## src/rtl/cmd_release_pkg.sv

```systemverilog
// Shared opcodes, state encoding and counter width for cmd_release_ctrl.
// Optional acknowledge outputs: define CMD_RELEASE_CTRL_ACK_EN.
package cmd_release_pkg;

    localparam logic [1:0] OP_IDLE = 2'b00;
    localparam logic [1:0] OP_CLR  = 2'b01;
    localparam logic [1:0] OP_TGL  = 2'b10;
    localparam logic [1:0] OP_SET  = 2'b11;

    localparam int CNT_W = 8;

    typedef enum logic [1:0] {
        ST_IDLE  = 2'd0,
        ST_COUNT = 2'd1,
        ST_ARMED = 2'd2,
        ST_FIRE  = 2'd3
    } state_t;

endpackage

```

## src/rtl/cmd_release_ctrl_hold_counter.sv

```systemverilog
// Saturating stability counter; reached flags that one more
// matching sample will hit the target.
module hold_counter
    import cmd_release_pkg::*;
#(
    parameter int CNT_W_P = CNT_W,
    parameter int TARGET  = 1
) (
    input  logic clk,
    input  logic reset_n,
    input  logic clr,
    input  logic load,
    input  logic inc,
    output logic reached
);

    localparam logic [CNT_W_P-1:0] TGT = CNT_W_P'(TARGET);
    localparam logic [CNT_W_P-1:0] ONE = CNT_W_P'(1);

    logic [CNT_W_P-1:0] cnt;

    always_ff @(posedge clk or negedge reset_n) begin
        if (!reset_n) begin
            cnt <= '0;
        end else if (clr) begin
            cnt <= '0;
        end else if (load) begin
            cnt <= ONE;
        end else if (inc && cnt != TGT) begin
            cnt <= cnt + ONE;
        end
    end

    assign reached = (cnt + ONE) == TGT;

endmodule

```

## src/rtl/cmd_release_ctrl.sv

```systemverilog
// Multi-channel release-triggered set/clear/toggle command controller.
// Optional acknowledge outputs: define CMD_RELEASE_CTRL_ACK_EN.
module cmd_release_ctrl
    import cmd_release_pkg::*;
#(
    parameter int              NCH        = 4,
    parameter int              IDX_W      = 2,
    parameter int              STABLE_CYC = 1,
    parameter logic [NCH-1:0]  RESET_VAL  = '0
) (
    input  logic             clk,
    input  logic             reset_n,
    input  logic [1:0]       ain,
    input  logic [IDX_W-1:0] ch_idx,
    output logic [NCH-1:0]   yout,
    output logic             busy
`ifdef CMD_RELEASE_CTRL_ACK_EN
    ,
    output logic             ack,
    output logic [1:0]       ack_op,
    output logic [IDX_W-1:0] ack_idx
`endif
);

    // A single-sample requirement arms directly on capture.
    localparam state_t CAP_ST =
        (STABLE_CYC == 1) ? ST_ARMED : ST_COUNT;

    state_t           state;
    logic [1:0]       cap_op;
    logic [IDX_W-1:0] cap_idx;

    logic             is_zero;
    logic             same;
    logic             c_clr;
    logic             c_load;
    logic             c_inc;
    logic             reached;
    logic [NCH-1:0]   sel;
    logic [NCH-1:0]   next_y;

    assign is_zero = (ain == OP_IDLE);
    assign same    = (ain == cap_op) && (ch_idx == cap_idx);

    hold_counter #(
        .CNT_W_P (CNT_W),
        .TARGET  (STABLE_CYC)
    ) u_cnt (
        .clk     (clk),
        .reset_n (reset_n),
        .clr     (c_clr),
        .load    (c_load),
        .inc     (c_inc),
        .reached (reached)
    );

    always_comb begin
        c_clr  = 1'b0;
        c_load = 1'b0;
        c_inc  = 1'b0;
        unique case (state)
            ST_IDLE, ST_FIRE: begin
                if (is_zero) c_clr  = 1'b1;
                else         c_load = 1'b1;
            end
            ST_COUNT, ST_ARMED: begin
                if (is_zero)   c_clr  = 1'b1;
                else if (same) c_inc  = 1'b1;
                else           c_load = 1'b1;
            end
            default: c_clr = 1'b1;
        endcase
    end

    // Out-of-range indices select no bit, so yout stays put.
    always_comb begin
        sel = '0;
        for (int i = 0; i < NCH; i++) begin
            sel[i] = (int'(cap_idx) == i);
        end
    end

    always_comb begin
        next_y = yout;
        unique case (cap_op)
            OP_SET:  next_y = yout | sel;
            OP_CLR:  next_y = yout & ~sel;
            OP_TGL:  next_y = yout ^ sel;
            default: next_y = yout;
        endcase
    end

    always_ff @(posedge clk or negedge reset_n) begin
        if (!reset_n) begin
            state   <= ST_IDLE;
            yout    <= RESET_VAL;
            cap_op  <= OP_IDLE;
            cap_idx <= '0;
            busy    <= 1'b0;
`ifdef CMD_RELEASE_CTRL_ACK_EN
            ack     <= 1'b0;
            ack_op  <= OP_IDLE;
            ack_idx <= '0;
`endif
        end else begin
`ifdef CMD_RELEASE_CTRL_ACK_EN
            ack <= 1'b0;
`endif
            unique case (state)
                ST_IDLE: begin
                    if (!is_zero) begin
                        cap_op  <= ain;
                        cap_idx <= ch_idx;
                        state   <= CAP_ST;
                        busy    <= 1'b1;
                    end
                end
                ST_COUNT: begin
                    if (is_zero) begin
                        state <= ST_IDLE;
                        busy  <= 1'b0;
                    end else if (same) begin
                        if (reached) state <= ST_ARMED;
                    end else begin
                        cap_op  <= ain;
                        cap_idx <= ch_idx;
                        state   <= CAP_ST;
                    end
                end
                ST_ARMED: begin
                    if (is_zero) begin
                        state <= ST_FIRE;
                        yout  <= next_y;
`ifdef CMD_RELEASE_CTRL_ACK_EN
                        ack     <= 1'b1;
                        ack_op  <= cap_op;
                        ack_idx <= cap_idx;
`endif
                    end else if (!same) begin
                        cap_op  <= ain;
                        cap_idx <= ch_idx;
                        state   <= CAP_ST;
                    end
                end
                ST_FIRE: begin
                    if (is_zero) begin
                        state <= ST_IDLE;
                        busy  <= 1'b0;
                    end else begin
                        cap_op  <= ain;
                        cap_idx <= ch_idx;
                        state   <= CAP_ST;
                    end
                end
                default: begin
                    state <= ST_IDLE;
                    busy  <= 1'b0;
                end
            endcase
        end
    end

endmodule

```

## config.mk

```make
export PLATFORM = sky130hd
export DESIGN_NAME = cmd_release_ctrl
export DESIGN_NICKNAME = d
export VERILOG_FILES = /design/src/rtl/cmd_release_pkg.sv /design/src/rtl/cmd_release_ctrl_hold_counter.sv /design/src/rtl/cmd_release_ctrl.sv
export SDC_FILE = /design/constraint.sdc
export NUM_CORES = 1
export LEC_CHECK = 0
export BUFFER_PORTS_ARGS = -buffer_cell sky130_fd_sc_hd__buf_2
export CORE_MARGIN = 3
export CORE_UTILIZATION = 59
export CTS_CLUSTER_SIZE = 14
export DETAILED_ROUTE_END_ITERATION = 10
export PLACE_DENSITY_LB_ADDON = 0.12
export SYNTH_ARGS = -nofsm -noshare
export SYNTH_HDL_FRONTEND = slang
export SYNTH_SLANG_ARGS = --single-unit
```

## constraint.sdc

```tcl
create_clock -name clk -period 2.03 [get_ports clk]
set_input_delay 0.1015 -clock clk [delete_from_list [all_inputs] [get_ports clk]]
set_output_delay 0.1015 -clock clk [all_outputs]
set_load 0.02 [all_outputs]
```

* Word level (Yosys, flattened, before mapping)
Cells that the tools add are included.
** Operators by class
- Reductions and logical operators :: 16
- Div/mod/pow operators :: 0
- Multipliers :: 0
- Add/sub/neg operators :: 1
- Order comparisons :: 0
- Eq/ne operators :: 20
- Muxes and demuxes :: 32
- Shifts and indexed selects :: 0
- Bitwise operators :: 4
** Operator list (number)
- 2-bit two-way mux :: 13
- 8-bit two-way mux :: 3
- 2-bit == test (second input constant) :: 6
- 4-bit one-hot mux with 3 select lines :: 1
- 3-bit AND reduction :: 4
- 1-bit two-way mux :: 10
- 8-bit by 1-bit adder with 8-bit output (second input constant) :: 1
- 8-bit by 1-bit == test with 1-bit output (second input constant) :: 1
- 2-bit inequality test (second input constant) :: 4
- 8-bit by 1-bit inequality test with 1-bit output (second input constant) :: 1
- 2-bit one-hot mux with 2 select lines :: 2
- 2-bit one-hot mux with 4 select lines :: 1
- 2-bit by 1-bit == test with 1-bit output (second input constant) :: 3
- 2-bit logical NOT :: 3
- 3-bit nonzero test :: 2
- 2-bit OR reduction :: 3
- 4-bit bitwise AND :: 1
- 2-bit == test :: 2
- 4-bit inequality test (second input constant) :: 1
- 4-bit inverter :: 1
- 4-bit OR :: 1
- 1-bit one-hot mux with 2 select lines :: 2
- 4-bit OR reduction :: 1
- 4-bit XOR :: 1
- 4 further kinds :: 5
** Word-level totals
- Bits in writable memories :: 0
- Output and inout bits :: 5
- Word-level logic and storage cells :: 79
- Bits in read-only memories :: 0
- Memories kept :: 0
- Bits in registers :: 19
- Latch bits :: 0

* Depth between registers and ports, before layout
Gate-level depths: netlist (run 1).
- Word-level depth :: 9
- Mapped depth :: 7
- Depth with buffers taken out :: 7

* Modules after synthesis
Synthesis (run 1) repeated with hierarchy kept, for this count alone.
** Unflattened totals
- Cells, all modules :: 145
- Area total of the unflattened synthesis :: 1482.7 um2
** Modules (own cells, without submodules)
- cmd_release_ctrl :: instances 1, cells each 88, area each 934.6 um2
- hold_counter :: instances 1, cells each 57, area each 548.0 um2

* Worst setup path after synthesis (run 1)
Ideal clock, no wire load.
- Path type :: flip-flop to flip-flop
- From :: register u_cnt.cnt[0]
- To :: register state[1]
- Setup slack :: 420 ps
- Required time :: 1907 ps
- Clock period less this slack :: 1610 ps
- Library setup time :: 123 ps
- Buffers on the path :: 0
- Arrival :: 1487 ps
- Cell stages (with the launch flop) :: 7
- Cell sequence :: dfrtp_1 ha_1 and2_1 a21o_1 a32oi_1 o31ai_2 o221a_1
** Between the ends
- Longest elaborated chain between the ends :: 4
** RTL lines
- from (decl) :: RTL line cmd_release_ctrl_hold_counter.sv:20 : logic [CNT_W_P-1:0] cnt;
- from (signal assigned) :: RTL line cmd_release_ctrl_hold_counter.sv:30 : cnt <= cnt + ONE;
- 8-bit by 1-bit adder with 8-bit output :: RTL line cmd_release_ctrl_hold_counter.sv:34 : assign reached = (cnt + ONE) == TGT;
- 8-bit by 1-bit == test with 1-bit output :: RTL line cmd_release_ctrl_hold_counter.sv:34
- 4-bit inequality test (no line)
- 3-bit AND reduction (no line)
- to (signal assigned) :: RTL line cmd_release_ctrl.sv:95 : state <= ST_IDLE;
- to (signal assigned) :: RTL line cmd_release_ctrl.sv:114 : state <= CAP_ST;
- to (signal assigned) :: RTL line cmd_release_ctrl.sv:120 : state <= ST_IDLE;
- to (decl) :: RTL line cmd_release_ctrl.sv:29 : state_t state;
No other way between the ends.
A chain may end at the register's enable or synchronous reset.

* Worst setup path after layout (run 1)
- From :: register state[0]
- To :: register u_cnt.cnt[3]
** Between the ends
- Longest elaborated chain between the ends :: 5
- Elaborated cells between the ends (all ways) :: 12
** RTL lines
- 2-bit == test, or another cell as far along :: RTL line cmd_release_ctrl.sv:61 : unique case (state)
- 2-bit OR reduction (no line)
- 1-bit one-hot mux with 2 select lines or 1-bit two-way mux (tied branches) :: RTL line cmd_release_ctrl.sv:61
- 8-bit two-way mux or 1-bit logical AND (tied branches) :: RTL line cmd_release_ctrl_hold_counter.sv:27, cmd_release_ctrl_hold_counter.sv:29
- 8-bit two-way mux or 3-bit nonzero test (tied branches)
Parallel ways exist; a longest one is shown, timed or not.

==> out/metrics.sh, run 1 <==
RUN_STATUS='complete, no violations'
DRTANTENNAVIOLNETS=0
YS_SEQ_ELEMENTS=19
AREA_LEADER_NETLIST='sky130_fd_sc_hd__dfrtp_1'
CELL_INTERNAL_PWR_uW=721
ROWS=16
LAYOUT.NETS=182
TIMING.FINAL.HOLD_VIOLATIONS=0
FINALSETUPVIOLATIONS=0
POST_SYNTH_INST_COUNT=144
CPLARGESTDELAYFAMILY='simple AND/OR/NAND/NOR gates'
CRITICAL-PATH-SLOWEST-CELL='sky130_fd_sc_hd__dfrtp_1'
SETUP-TNS-FINAL_NS=0
CLOCKROOTBUFFER='sky130_fd_sc_hd__clkbuf_4'
SYNTH_TOP_CELL_AREA_SHARE_PCT=34.7
CLK-INSERTION-DELAY-LATE_NS=0.29
DIE_WIDTH_UM=54.2
SYNTHESIS.NETS=169
DRT-INITIAL-DRC-COUNT=24
CRIT_PATH_CELL_CHAIN='inv_1 > ha_1 > nand3_1 > nor3_1 > nand3b_1 > nor2_1'
DIE_AREA_UM2=2930
DETAILED_PLACE.AREA_UM2=1430
POWER_LEAKAGE_nW=0.669
MAX_CAP_VIOLATIONS=0
CLOCK_TREE_FROM_TRITONCTS='done'
CRITPATHMAXFANOUT=6
WORST-PATH-BUF-INV=1
SYNTH.LIB_CELLS_USED.DISTINCT=37
WORST_PATH_LARGEST_CELL_DELAY_NS=0.45
ANTENNA_FOUND_INITIAL=0
MAXCLOCKFREQUENCY_MHz=554
ROUTE.DETAILED.VIAS_PER_INST=5.91
WORST_IR_DROP_VDD_V=0.000635
GRT_UTIL_ALL_LAYERS_PCT=21.6
DRT_WL_TOTAL_UM=2710
SYNTH.CELL_AREA_UM2=1370
FINAL_LAYOUT_SIZE_SUFFIX_GT1_SHARE_PCT=13.5
COMB_POWER_SHARE_PCT=41.4
MAXIMUM_NUMBER_OF_PINS_ON_ONE_NET_BEFORE_GLOBAL_ROUTE_REPAIR=20
SYNTH_TOP_CELLS_BY_AREA='sky130_fd_sc_hd__dfrtp_1 (35%), sky130_fd_sc_hd__ha_1 (17%), sky130_fd_sc_hd__xor2_1 (4.5%)'
INITIAL_CORE_UTIL_PCT=65.7
SYNTH_FLOP_CELL='sky130_fd_sc_hd__dfrtp_1'
BUFFER_DEPTH_OF_THE_LONGEST_CLOCK_PATH=2
FIRST_PASS_ITERS=4
GLOBALROUTEOVERFLOWTOTAL=0
SYNTH_SEQ_AREA_SHARE_PCT=34.7
CTS.SINKS=19
N_ANTENNA_CELL=0
TIMING_WORST_SLEW_PIN_VALUE_NS=0.431
H-TREE-DEPTH=1
NETSWITCHINGFRACTION_PCT=39.7
CP.ARRIVAL_NS=2.03
PART_OF_THE_CYCLE_THE_WORST_PATH_NEEDS_PCT=89.0
FIN_AREA_UM2=1470
WORST_SETUP_HOLD_PATH_CLK_SLEW_NS=0.10
POSTCTSSETUPBUFFERS=0
SHARE_SEQ_OF_TOTAL_POWER_PCT=42.9
PERIOD_MINUS_SLACK_NS=1.81
TOTAL_POWER_mW=1.19
DP.FINAL_HPWL_UM=2020
SWITCHINGPOWER_uW=474
ROUTE.VIAS.TOTAL=1081
IO_BUFFER_COUNT=10
SYN_AREA_PER_CELL_UM2=9.51
CRITICAL_PATH.ENDPOINT_TYPE='flip-flop'
MIN-DELAY-PATH-CLASS='in -> reg'
DRCVIOLATIONCOUNT=0
FINAL.SETUP_SKEW_NS=0.00616
IO-PIN-COUNT=11
CRITPATHKIND='reg -> reg'
GRT_SETUP_UNREPAIRED='no'
WORST_SLEW_MARGIN_REL_PCT=71.3
ASYNC_FLOP_SHARE_PCT=100
POST_CTS.RESIZED_INSTANCES=0
DIEHEIGHT_UM=54.2
GRT_PASS1_VIAS=996
SYNTH_EDF_COUNT=0
MAXSLEWVIOLCOUNT=0
LAYOUT.CELLS.MOST_COMMON_LIST='sky130_fd_sc_hd__ha_1 (19), sky130_fd_sc_hd__dfrtp_1 (19), sky130_fd_sc_hd__inv_1 (13)'
FINALWEIGHTEDCONGESTION=0.782
YOSYS_WARNINGS=0
POWER_DENSITY_nW_PER_UM2=813
LAYOUT-AREA-OVERHEAD-VS-SYNTH_PCT=7.40
FINAL_CELL_COUNT_NO_FILL=183
CP_REQUIRED_NS=2.25
POWER_FRAC_CLOCK_PCT=15.7
ROUTED_WIRE_LENGTH_PER_INSTANCE_UM=14.8
PLACED_CELLS_INCL_TAPS=178
TIMING.CRITICAL_PATH.FROM_TYPE='flip-flop'
COREAREA_UM2=2080
NUMCTSBUFFERS=3
WIRE_LENGTH_OF_THE_FIRST_GLOBAL_ROUTING_PASS_UM=4570
## what timing repair did
item / CTS / global route
hold buffers: 1 / 0
hold endpoints to repair: 19 / 0
endpoints found under the setup margin: 0 / 0
## worst paths after layout
| path | startpoint | endpoint | slack (ns) | cells past startpoint |
|---|---|---|---|---|
| max in group asynchronous | reset_n | u_cnt.cnt[0] | 1.46 | 2 |
| min reg2reg | busy | busy | 0.56 | 1 |
| max | state[0] | u_cnt.cnt[3] | 0.22 | 6 |
| min | ch_idx[0] | cap_idx[0] | 0.07 | 2 |
| max reg2reg | state[0] | u_cnt.cnt[3] | 0.22 | 6 |
| min in group asynchronous | reset_n | yout[3] | 0.26 | 2 |
## worst reg2reg max path, delay by kind of cell, from the launching register on
family	cells	cell delay, ns
adder cells (fa/ha/maj)	1	0.30
buffers and inverters	1	0.14
flip-flops	1	0.45
AND/OR/NAND/NOR	4	0.84
## per-layer routing
layer	share of wire, %	vias up	global-route usage, %
met1	47	525	29.1
met3	4.0	4	5.26
met5	0	-	0
li1	-	527	-
met4	1.1	0	4.56
met2	48	25	34.9
## state kept, by name, indices dropped and copies added (netlist names)
name,count
state,2
cap_idx,2
u_cnt.cnt,8
busy,1
yout,4
cap_op,2
## synth_stat cells (2+ instances only)
| library cell | number |
|---|---|
| sky130_fd_sc_hd__a221oi_1 | 4 |
| sky130_fd_sc_hd__o21ai_0 | 8 |
| sky130_fd_sc_hd__ha_1 | 19 |
| sky130_fd_sc_hd__nand2_1 | 12 |
| sky130_fd_sc_hd__nand4_1 | 2 |
| sky130_fd_sc_hd__a21oi_1 | 7 |
| sky130_fd_sc_hd__nand2b_1 | 2 |
| sky130_fd_sc_hd__buf_2 | 3 |
| sky130_fd_sc_hd__xor2_1 | 7 |
| sky130_fd_sc_hd__nor2_1 | 9 |
| sky130_fd_sc_hd__mux2_2 | 2 |
| sky130_fd_sc_hd__a21o_1 | 2 |
| sky130_fd_sc_hd__a31oi_1 | 2 |
| sky130_fd_sc_hd__xnor2_1 | 5 |
| sky130_fd_sc_hd__dfrtp_1 | 19 |
| sky130_fd_sc_hd__nor3_1 | 4 |
| sky130_fd_sc_hd__o21a_1 | 2 |
| sky130_fd_sc_hd__nand3_1 | 4 |
| sky130_fd_sc_hd__inv_1 | 13 |
## kinds of logic (layout without fill, tap and decap cells)
kind of cell,after synthesis,after routing,synth area share [%]
flops,19,19,34.7
simple gates,42,42,16.1
mux,2,2,1.65
buf+inv,17,29,5.48
xor+xnor,12,12,7.68
compound gates,33,33,17.0
fa+ha+maj,19,19,17.4
## layout make-up
class	count	area, um2
Tap cell	27	33.8
Sequential cell	19	475
Timing Repair Buffer	12	67.6
Clock buffer	4	26.3
Inverter	13	48.8
Fill cell	164	612
Multi-Input combinational cell	108	818
## metrics by stage
step	setup WS, ns	util [%]	hold WS, ns
2_1_floorplan	0.420	-	-0.194
3_3_place_gp	0.365	68.9	0.0578
3_5_place_dp	0.323	68.9	0.0607
4_1_cts	0.264	70.6	0.0574
5_1_grt	0.0907	70.6	0.0637
6_report	0.224	70.6	0.0694
## power groups by stage
stage / sequential [mW] / clock [mW] / combinational, mW
2_1_floorplan: 0.562 / 0 / 0.293
3_3_place_gp: 0.509 / 0 / 0.458
3_5_place_dp: 0.515 / 0 / 0.491
4_1_cts: 0.510 / 0.193 / 0.496
5_1_grt: 0.524 / 0.206 / 0.554
6_report: 0.513 / 0.187 / 0.495
Power figures use the tool's default switching activity.
==> run 2, diff against run 1 <==
Settings changed: CORE_UTILIZATION 59 to 53.
Clock period 2.03 ns to 1.55 ns, I/O delays scaled along.
==> run 2 against run 1 <==
The flow now finishes with violations (setup timing). Critical endpoint is now state[1]. Critical path type unchanged. Non-clock buffer count rose by 16. Flip-flop and latch count did not move. Clock skew rose by 0.0022 ns. Largest power group is now combinational logic.
==> out/metrics.sh, run 2 (same netlist as run 1, synthesis figures left out) <==
RUN_STATUS='finished with violations'
FAILED_CHECKS='setup timing'
CRITICAL_PATH.STARTPOINT='u_cnt.cnt[1]'
CTS.SINKS=19  # unchanged
GRT_SETUP_UNREPAIRED='yes'
N_ANTENNA_CELL=0  # unchanged
IO_BUFFER_COUNT=10  # unchanged
POWER_LEAKAGE_nW=0.793  # +18%
DRTANTENNAVIOLNETS=0  # unchanged
ANTENNA_FOUND_INITIAL=0  # unchanged
DRCVIOLATIONCOUNT=0  # unchanged
LAYOUT.NETS=198  # +8.8%
FINAL_LAYOUT_SIZE_SUFFIX_GT1_SHARE_PCT=32.0  # +19 points
PERIOD_MINUS_SLACK_NS=1.63  # -0.173 ns
CRITPATHKIND='reg -> reg'
WORST-PATH-BUF-INV=0  # -1
DIE_AREA_UM2=3230  # +10%
LAYOUT.CELLS.MOST_COMMON_LIST='sky130_fd_sc_hd__dfrtp_1 (17), sky130_fd_sc_hd__ha_1 (15), sky130_fd_sc_hd__buf_4 (15)'
FIN_AREA_UM2=1730  # +17%
IO-PIN-COUNT=11  # unchanged
HOLD_PATH.STARTPOINT='ch_idx[0]'
R2R_START='u_cnt.cnt[1]'
MAX_CAP_VIOLATIONS=0  # unchanged
TOTAL_POWER_mW=1.76  # +47%
DIE_WIDTH_UM=56.8  # +4.9%
FIN_WORST_HOLD_SLACK_NS=0.0389  # -0.0306 ns
WORST_IR_DROP_VDD_V=0.000808  # +27%
TIMING_WORST_SLEW_PIN_VALUE_NS=0.441  # +0.00998 ns
WORST_SETUP_HOLD_PATH_CLK_SLEW_NS=0.11  # about the same
NUMCTSBUFFERS=3  # unchanged
MULTI_INPUT_COMB_AREA_UM2=943  # +15%
PART_OF_THE_CYCLE_THE_WORST_PATH_NEEDS_PCT=105  # +16 points
LARGEST_REG_FLOPS=8  # unchanged
MAXSLEWVIOLCOUNT=0  # unchanged
H-TREE-DEPTH=1  # unchanged
DRT-INITIAL-DRC-COUNT=78  # +230%
CRITICAL-PATH-SLOWEST-CELL='sky130_fd_sc_hd__dfrtp_1'
GRT_UTIL_ALL_LAYERS_PCT=19.7  # -1.9 points
WORST_PATH_LARGEST_CELL_DELAY_NS=0.44  # about the same
BUFFER_DEPTH_OF_THE_LONGEST_CLOCK_PATH=2  # unchanged
DETAILED_PLACE.AREA_UM2=1530  # +6.7%
DP.FINAL_HPWL_UM=2090  # +3.5%
CRIT_PATH_CELL_CHAIN='ha_4 > and2_1 > a21o_1 > a32oi_1 > o31ai_2 > o221a_1'
ROUTE.VIAS.TOTAL=1146  # +6.0%
DRT_WL_TOTAL_UM=2960  # +9.2%
MIN-DELAY-PATH-CLASS='in -> reg'
LAYOUT-AREA-OVERHEAD-VS-SYNTH_PCT=26.1
GRT_PASS1_VIAS=1146  # +15%
POSTLAYOUTSETUPSLACKWORST_NS=-0.0836  # -0.307 ns
MAXCLOCKFREQUENCY_MHz=612  # +11%
LARGEST_REGISTER='u_cnt.cnt'
FINAL-SEQ-AREA_UM2=478  # +0.53%
FINALWEIGHTEDCONGESTION=0.805  # +2.9%
FINAL_COMMON_CELL='sky130_fd_sc_hd__dfrtp_1'
MAXIMUM_NUMBER_OF_PINS_ON_ONE_NET_BEFORE_GLOBAL_ROUTE_REPAIR=20  # unchanged
FF2FF_SETUP_SLACK_NS=-0.08  # -0.31 ns
WIRE_LENGTH_OF_THE_FIRST_GLOBAL_ROUTING_PASS_UM=4980  # +8.9%
DIEHEIGHT_UM=56.8  # +4.9%
FINALSETUPVIOLATIONS=4  # +4
CLOCK_TREE_FROM_TRITONCTS='done'
TIMING.CRITICAL_PATH.FROM_TYPE='flip-flop'
ROWS=17  # +1
CP.ARRIVAL_NS=1.84  # -0.19 ns
CLK-INSERTION-DELAY-LATE_NS=0.30  # about the same
FINAL.SETUP_SKEW_NS=0.00841  # +0.00225 ns
CP_REQUIRED_NS=1.75  # -0.50 ns
TIMING.FINAL.HOLD_VIOLATIONS=0  # unchanged
ROUTED_WIRE_LENGTH_PER_INSTANCE_UM=14.8  # about the same
CPLARGESTDELAYFAMILY='compound AO/OA/AOI/OAI gates'
COREAREA_UM2=2340  # +12%
POWER_DENSITY_nW_PER_UM2=1020  # +25%
CRITPATHMAXFANOUT=5  # -1
CLOCKROOTBUFFER='sky130_fd_sc_hd__clkbuf_4'
NFILLCELLS=164  # unchanged
FIRST_PASS_ITERS=4  # unchanged
WORST_SLEW_MARGIN_REL_PCT=70.6  # -0.67 points
ROUTE.DETAILED.VIAS_PER_INST=5.73  # -3.0%
CRITICAL_PATH.ENDPOINT_TYPE='flip-flop'
INITIAL_CORE_UTIL_PCT=58.5  # -7.2 points
GLOBALROUTEOVERFLOWTOTAL=0  # unchanged
TOP_REGS='u_cnt.cnt x8, yout x4'
run 2: cell type report:
| cell class | instances | area share [%] |
|---|---|---|
| inverter | 13 | 2.83 |
| multi-input combinational | 108 | 54.6 |
| sequential | 19 | 27.7 |
| tap | 28 | 2.03 |
| timing repair buffer | 28 | 11.3 |
| clock buffer | 4 | 1.52 |
run 2: power by group:
part	total, mW	internal (mW)	switching [mW]	leakage, nW
clock	0.258	0.100	0.158	0.0150
combinational	0.848	0.381	0.467	0.545
sequential	0.653	0.583	0.0700	0.234
run 2: worst reg2reg max path: cells and delay by family, from the launching register on:
kind,cells,cell delay (ns)
AO/OA/AOI/OAI,4,0.74
flip-flops,1,0.44
AND/OR/NAND/NOR,1,0.16
adder cells (fa/ha/maj),1,0.20
run 2: final timing paths:
kind	cells after the start	end
setup / recovery	6	state[1]
hold / removal	2	cap_idx[0]
setup reg to reg	6	state[1]
hold reg to reg	1	busy
max in group asynchronous	2	cap_op[0]
min in group asynchronous	2	cap_op[1]
run 2: per-layer routing:
metal | global-route usage, % | vias up | routed length (um)
li1 | - | 562 | -
met1 | 23.7 | 557 | 1310
met2 | 36.0 | 25 | 1530
met3 | 4.14 | 2 | 97
met4 | 3.64 | 0 | 18
met5 | 0 | - | 0
run 2: per-stage QoR:
step	utilization, %	std cells	setup WS, ns	TNS [ns]
after floorplan	-	144	0.00329	0
after global placement	65.4	190	-0.0398	-0.196
after detailed placement	65.4	190	-0.0562	-0.354
after CTS	69.0	198	0.00263	0
after global routing	73.8	200	-0.180	-0.808
final	73.8	200	-0.0836	-0.123
run 2: what timing repair did:
action,in CTS,in global routing
resized for setup,5,19
hold buffers,1,0
pin swaps,7,10
buffers inserted,3,2
hold endpoints to repair,19,0
setup endpoints to repair,8,15
==> run 3, diff against run 2 <==
Settings changed: ABC_AREA from default to 1, CAP_MARGIN from default to 15.
==> run 3 against run 2 <==
The run still ends with setup timing left. Clock skew down 0.0027 ns. Routed wire length is 4.7% higher. First-iteration DRC count down 42%. Largest cell class unchanged. Setup slack worse by 0.022 ns. Highest routed layer unchanged. Largest power group unchanged. Fmax fell by 1.3%. Cell area up 0.80%.
==> out/metrics.sh, run 3 <==
TIMING_WORST_SLEW_PIN_VALUE_NS=0.439  # -0.00202 ns
CRITICAL-PATH-SLOWEST-CELL='sky130_fd_sc_hd__dfrtp_1'
SYNTH_SEQ_AREA_SHARE_PCT=35.6  # +0.88 points
TIMING.FINAL.HOLD_VIOLATIONS=0  # unchanged
CRIT_PATH_CELL_CHAIN='buf_6 > ha_4 > nand3_4 > o21ai_2 > nand2_1 > nor2_1 > nand3_1 > nand2_1 > nand2_2 > nand3_1 > nand2_1'
FIN_WORST_HOLD_SLACK_NS=0.00367  # -0.0352 ns
LARGEST_REG_FLOPS=8  # unchanged
FINAL-SEQ-AREA_UM2=477  # -0.26%
LAYOUT.CELLS.MOST_COMMON_LIST='sky130_fd_sc_hd__nand2_1 (32), sky130_fd_sc_hd__dfrtp_1 (18), sky130_fd_sc_hd__ha_1 (15), sky130_fd_sc_hd__buf_4 (15), sky130_fd_sc_hd__inv_1 (13)'
CRITPATHMAXFANOUT=3  # -2
PART_OF_THE_CYCLE_THE_WORST_PATH_NEEDS_PCT=107  # +1.4 points
SYNTH_FLOP_CELL='sky130_fd_sc_hd__dfrtp_1'
COREAREA_UM2=2300  # -1.8%
BUFFER_DEPTH_OF_THE_LONGEST_CLOCK_PATH=2  # unchanged
FAILED_CHECKS='setup timing'
CRITPATHKIND='reg -> reg'
IO-PIN-COUNT=11  # unchanged
PERIOD_MINUS_SLACK_NS=1.66  # +0.0219 ns
CTS.SINKS=19  # unchanged
FINAL_COMMON_CELL='sky130_fd_sc_hd__nand2_1'
POST_SYNTH_INST_COUNT=165  # +15%
MIN-DELAY-PATH-CLASS='in -> reg'
GRT_PASS1_VIAS=1190  # +3.8%
ROWS=17  # unchanged
HOLDPATHSTAGES=3  # +1
CP_REQUIRED_NS=1.76  # about the same
SYN_AREA_PER_CELL_UM2=8.09  # -15%
CLOCKROOTBUFFER='sky130_fd_sc_hd__clkbuf_4'
COUNT_LEADER_SYNTH='sky130_fd_sc_hd__nand2_1'
LAYOUT-AREA-OVERHEAD-VS-SYNTH_PCT=30.4
GRT_UTIL_ALL_LAYERS_PCT=19.0  # -0.70 points
DIE_AREA_UM2=3160  # -2.2%
POSTLAYOUTSETUPSLACKWORST_NS=-0.105  # -0.0219 ns
LARGEST_REGISTER='u_cnt.cnt'
WIRE_LENGTH_OF_THE_FIRST_GLOBAL_ROUTING_PASS_UM=4880  # -2.1%
WORST_IR_DROP_VDD_V=0.000800  # -1.0%
ASYNC_FLOP_SHARE_PCT=100  # unchanged
DRT_WL_TOTAL_UM=3100  # +4.7%
H-TREE-DEPTH=1  # unchanged
GLOBALROUTEOVERFLOWTOTAL=0  # unchanged
IO_BUFFER_COUNT=10  # unchanged
R2R.WORST_PATH.CELLS=11  # +5
YS_SEQ_ELEMENTS=19  # unchanged
YOSYS_WARNINGS=0  # unchanged
DRTANTENNAVIOLNETS=0  # unchanged
SYNTH_TOP_CELL_AREA_SHARE_PCT=35.6  # +0.88 points
DRCVIOLATIONCOUNT=0  # unchanged
DIE_WIDTH_UM=56.2  # -1.1%
WORST_PATH_LARGEST_CELL_DELAY_NS=0.42  # -0.02 ns
MAX_CAP_VIOLATIONS=0  # unchanged
MAXIMUM_NUMBER_OF_PINS_ON_ONE_NET_BEFORE_GLOBAL_ROUTE_REPAIR=20  # unchanged
CLOCK_TREE_FROM_TRITONCTS='done'
POWER_DENSITY_nW_PER_UM2=1110  # +9.4%
TIMING.CRITICAL_PATH.DEPTH=11  # +5
MAXSLEWVIOLCOUNT=0  # unchanged
HOLD_PATH.STARTPOINT='ch_idx[1]'
AREA_LEADER_NETLIST='sky130_fd_sc_hd__dfrtp_1'
ROUTE.VIAS.TOTAL=1241  # +8.3%
SYNTH_COMMON_CELLS='sky130_fd_sc_hd__nand2_1 (37), sky130_fd_sc_hd__dfrtp_1 (19), sky130_fd_sc_hd__ha_1 (19)'
MULTI_INPUT_COMB_AREA_UM2=921  # -2.4%
POWER_LEAKAGE_nW=0.817  # +3.1%
FINAL.SETUP_SKEW_NS=0.00573  # -0.00268 ns
LAYOUT.NETS=223  # +13%
SYNTH_EDF_COUNT=0  # unchanged
R2R_START='u_cnt.cnt[1]'
INITIAL_CORE_UTIL_PCT=58.1  # -0.39 points
GRT_SETUP_UNREPAIRED='yes'
TOP_REGS='u_cnt.cnt x8, yout x4'
WORST_SLEW_MARGIN_REL_PCT=70.7  # +0.13 points
FINAL_LAYOUT_SIZE_SUFFIX_GT1_SHARE_PCT=34.0  # +2.0 points
SYNTHESIS.NETS=190  # +12%
FIRST_PASS_ITERS=4  # unchanged
ANTENNA_FOUND_INITIAL=0  # unchanged
CRITICAL_PATH.STARTPOINT='u_cnt.cnt[1]'
CLK-INSERTION-DELAY-LATE_NS=0.31  # about the same
FIN_UTIL_PCT=75.8  # +2.0 points
FINALWEIGHTEDCONGESTION=0.809  # +0.46%
SYNTH.LIB_CELLS_USED.DISTINCT=25  # -32%
CP.ARRIVAL_NS=1.87  # +0.03 ns
CPMOSTUSEDCELL='sky130_fd_sc_hd__nand2_1'
MAXCLOCKFREQUENCY_MHz=604  # -1.3%
SYNTH_TOP_CELLS_BY_AREA='sky130_fd_sc_hd__dfrtp_1 (36%), sky130_fd_sc_hd__ha_1 (18%), sky130_fd_sc_hd__nand2_1 (10%)'
SYNTH.CELL_AREA_UM2=1340  # -2.5%
ROUTE.DETAILED.VIAS_PER_INST=5.52  # -3.7%
RUN_STATUS='finished with violations'
WORST_SETUP_HOLD_PATH_CLK_SLEW_NS=0.12  # about the same
CPLARGESTDELAYFAMILY='simple AND/OR/NAND/NOR gates'
WORST-PATH-BUF-INV=1  # +1
DRT-INITIAL-DRC-COUNT=45  # -42%
TIMING.CRITICAL_PATH.FROM_TYPE='flip-flop'
N_ANTENNA_CELL=0  # unchanged
CRITICAL_PATH.ENDPOINT_TYPE='flip-flop'
NUMCTSBUFFERS=3  # unchanged
FINALSETUPVIOLATIONS=10  # +6
ROUTED_WIRE_LENGTH_PER_INSTANCE_UM=13.8  # -6.9%
DP.FINAL_HPWL_UM=2090  # +0.30%
NFILLCELLS=171  # +4.3%
DIEHEIGHT_UM=56.2  # -1.1%
==> run 3: layout make-up <==
| cell class | instances | area share, % |
|---|---|---|
| Timing Repair Buffer | 28 | 11.2 |
| Clock buffer | 3 | 1.29 |
| Sequential cell | 19 | 27.4 |
| Clock inverter | 1 | 0.288 |
| Multi-Input combinational cell | 124 | 52.9 |
| Tap cell | 28 | 2.01 |
| Inverter | 22 | 4.89 |
==> run 3: through the flow <==
stage	total power [mW]	instances	TNS, ns	instance area, um2	setup WS (ns)
after global routing	2.11	225	-1.60	1740	-0.242
final	1.94	225	-0.531	1740	-0.105
after global placement	1.48	211	-0.0618	1490	-0.0324
after detailed placement	1.52	211	-0.199	1490	-0.102
after CTS	1.79	217	-0.110	1550	-0.0223
after floorplan	1.22	165	0	1340	0.0344
==> run 3: repair_timing <==
item,in CTS,in global routing
pin swaps,0,15
hold buffers,1,0
setup buffers,1,8
hold endpoints to repair,19,0
gates cloned,0,0
gates resized for setup,4,30
setup endpoints to repair,2,17
==> run 3: tightest hold or removal path, cell delays in order <==
cell                      delay (ns)
sky130_fd_sc_hd__buf_2          0.09
sky130_fd_sc_hd__nand2_1        0.05
sky130_fd_sc_hd__o21ai_1        0.06
==> run 3: cell families (layout without fill, tap and decap cells) <==
kind of cell | Yosys count | after routing | share of synthesized area, %
buffers and inverters | 22 | 54 | 6.19
and+or+nand+nor | 69 | 69 | 24.2
AOI/OAI and AO/OA | 32 | 32 | 13.6
adders and majority gates | 19 | 19 | 17.8
xor gates and xnor gates | 4 | 4 | 2.62
DFF | 19 | 19 | 35.6
==> run 3: path summary, 6_finish.rpt <==
check                               end  slack [ns]
max in group asynchronous  u_cnt.cnt[2]        0.99
hold / removal               cap_idx[1]       0.004
hold reg to reg                    busy        0.52
min in group asynchronous  u_cnt.cnt[4]        0.23
setup reg to reg               state[0]       -0.11
setup / recovery               state[0]       -0.11
==> run 3: metal layers <==
layer	track usage, %	vias up	share of wire, %
met3	2.78	7	4.3
met2	31.4	34	49
li1	-	612	-
met4	8.47	0	1.7
met5	0	-	0
met1	24.3	588	45
==> run 3: report_power, final <==
part / internal [mW] / switching, mW
logic: 0.443 / 0.566
clock network: 0.0964 / 0.169
registers: 0.589 / 0.0763
total: 1.13 / 0.811
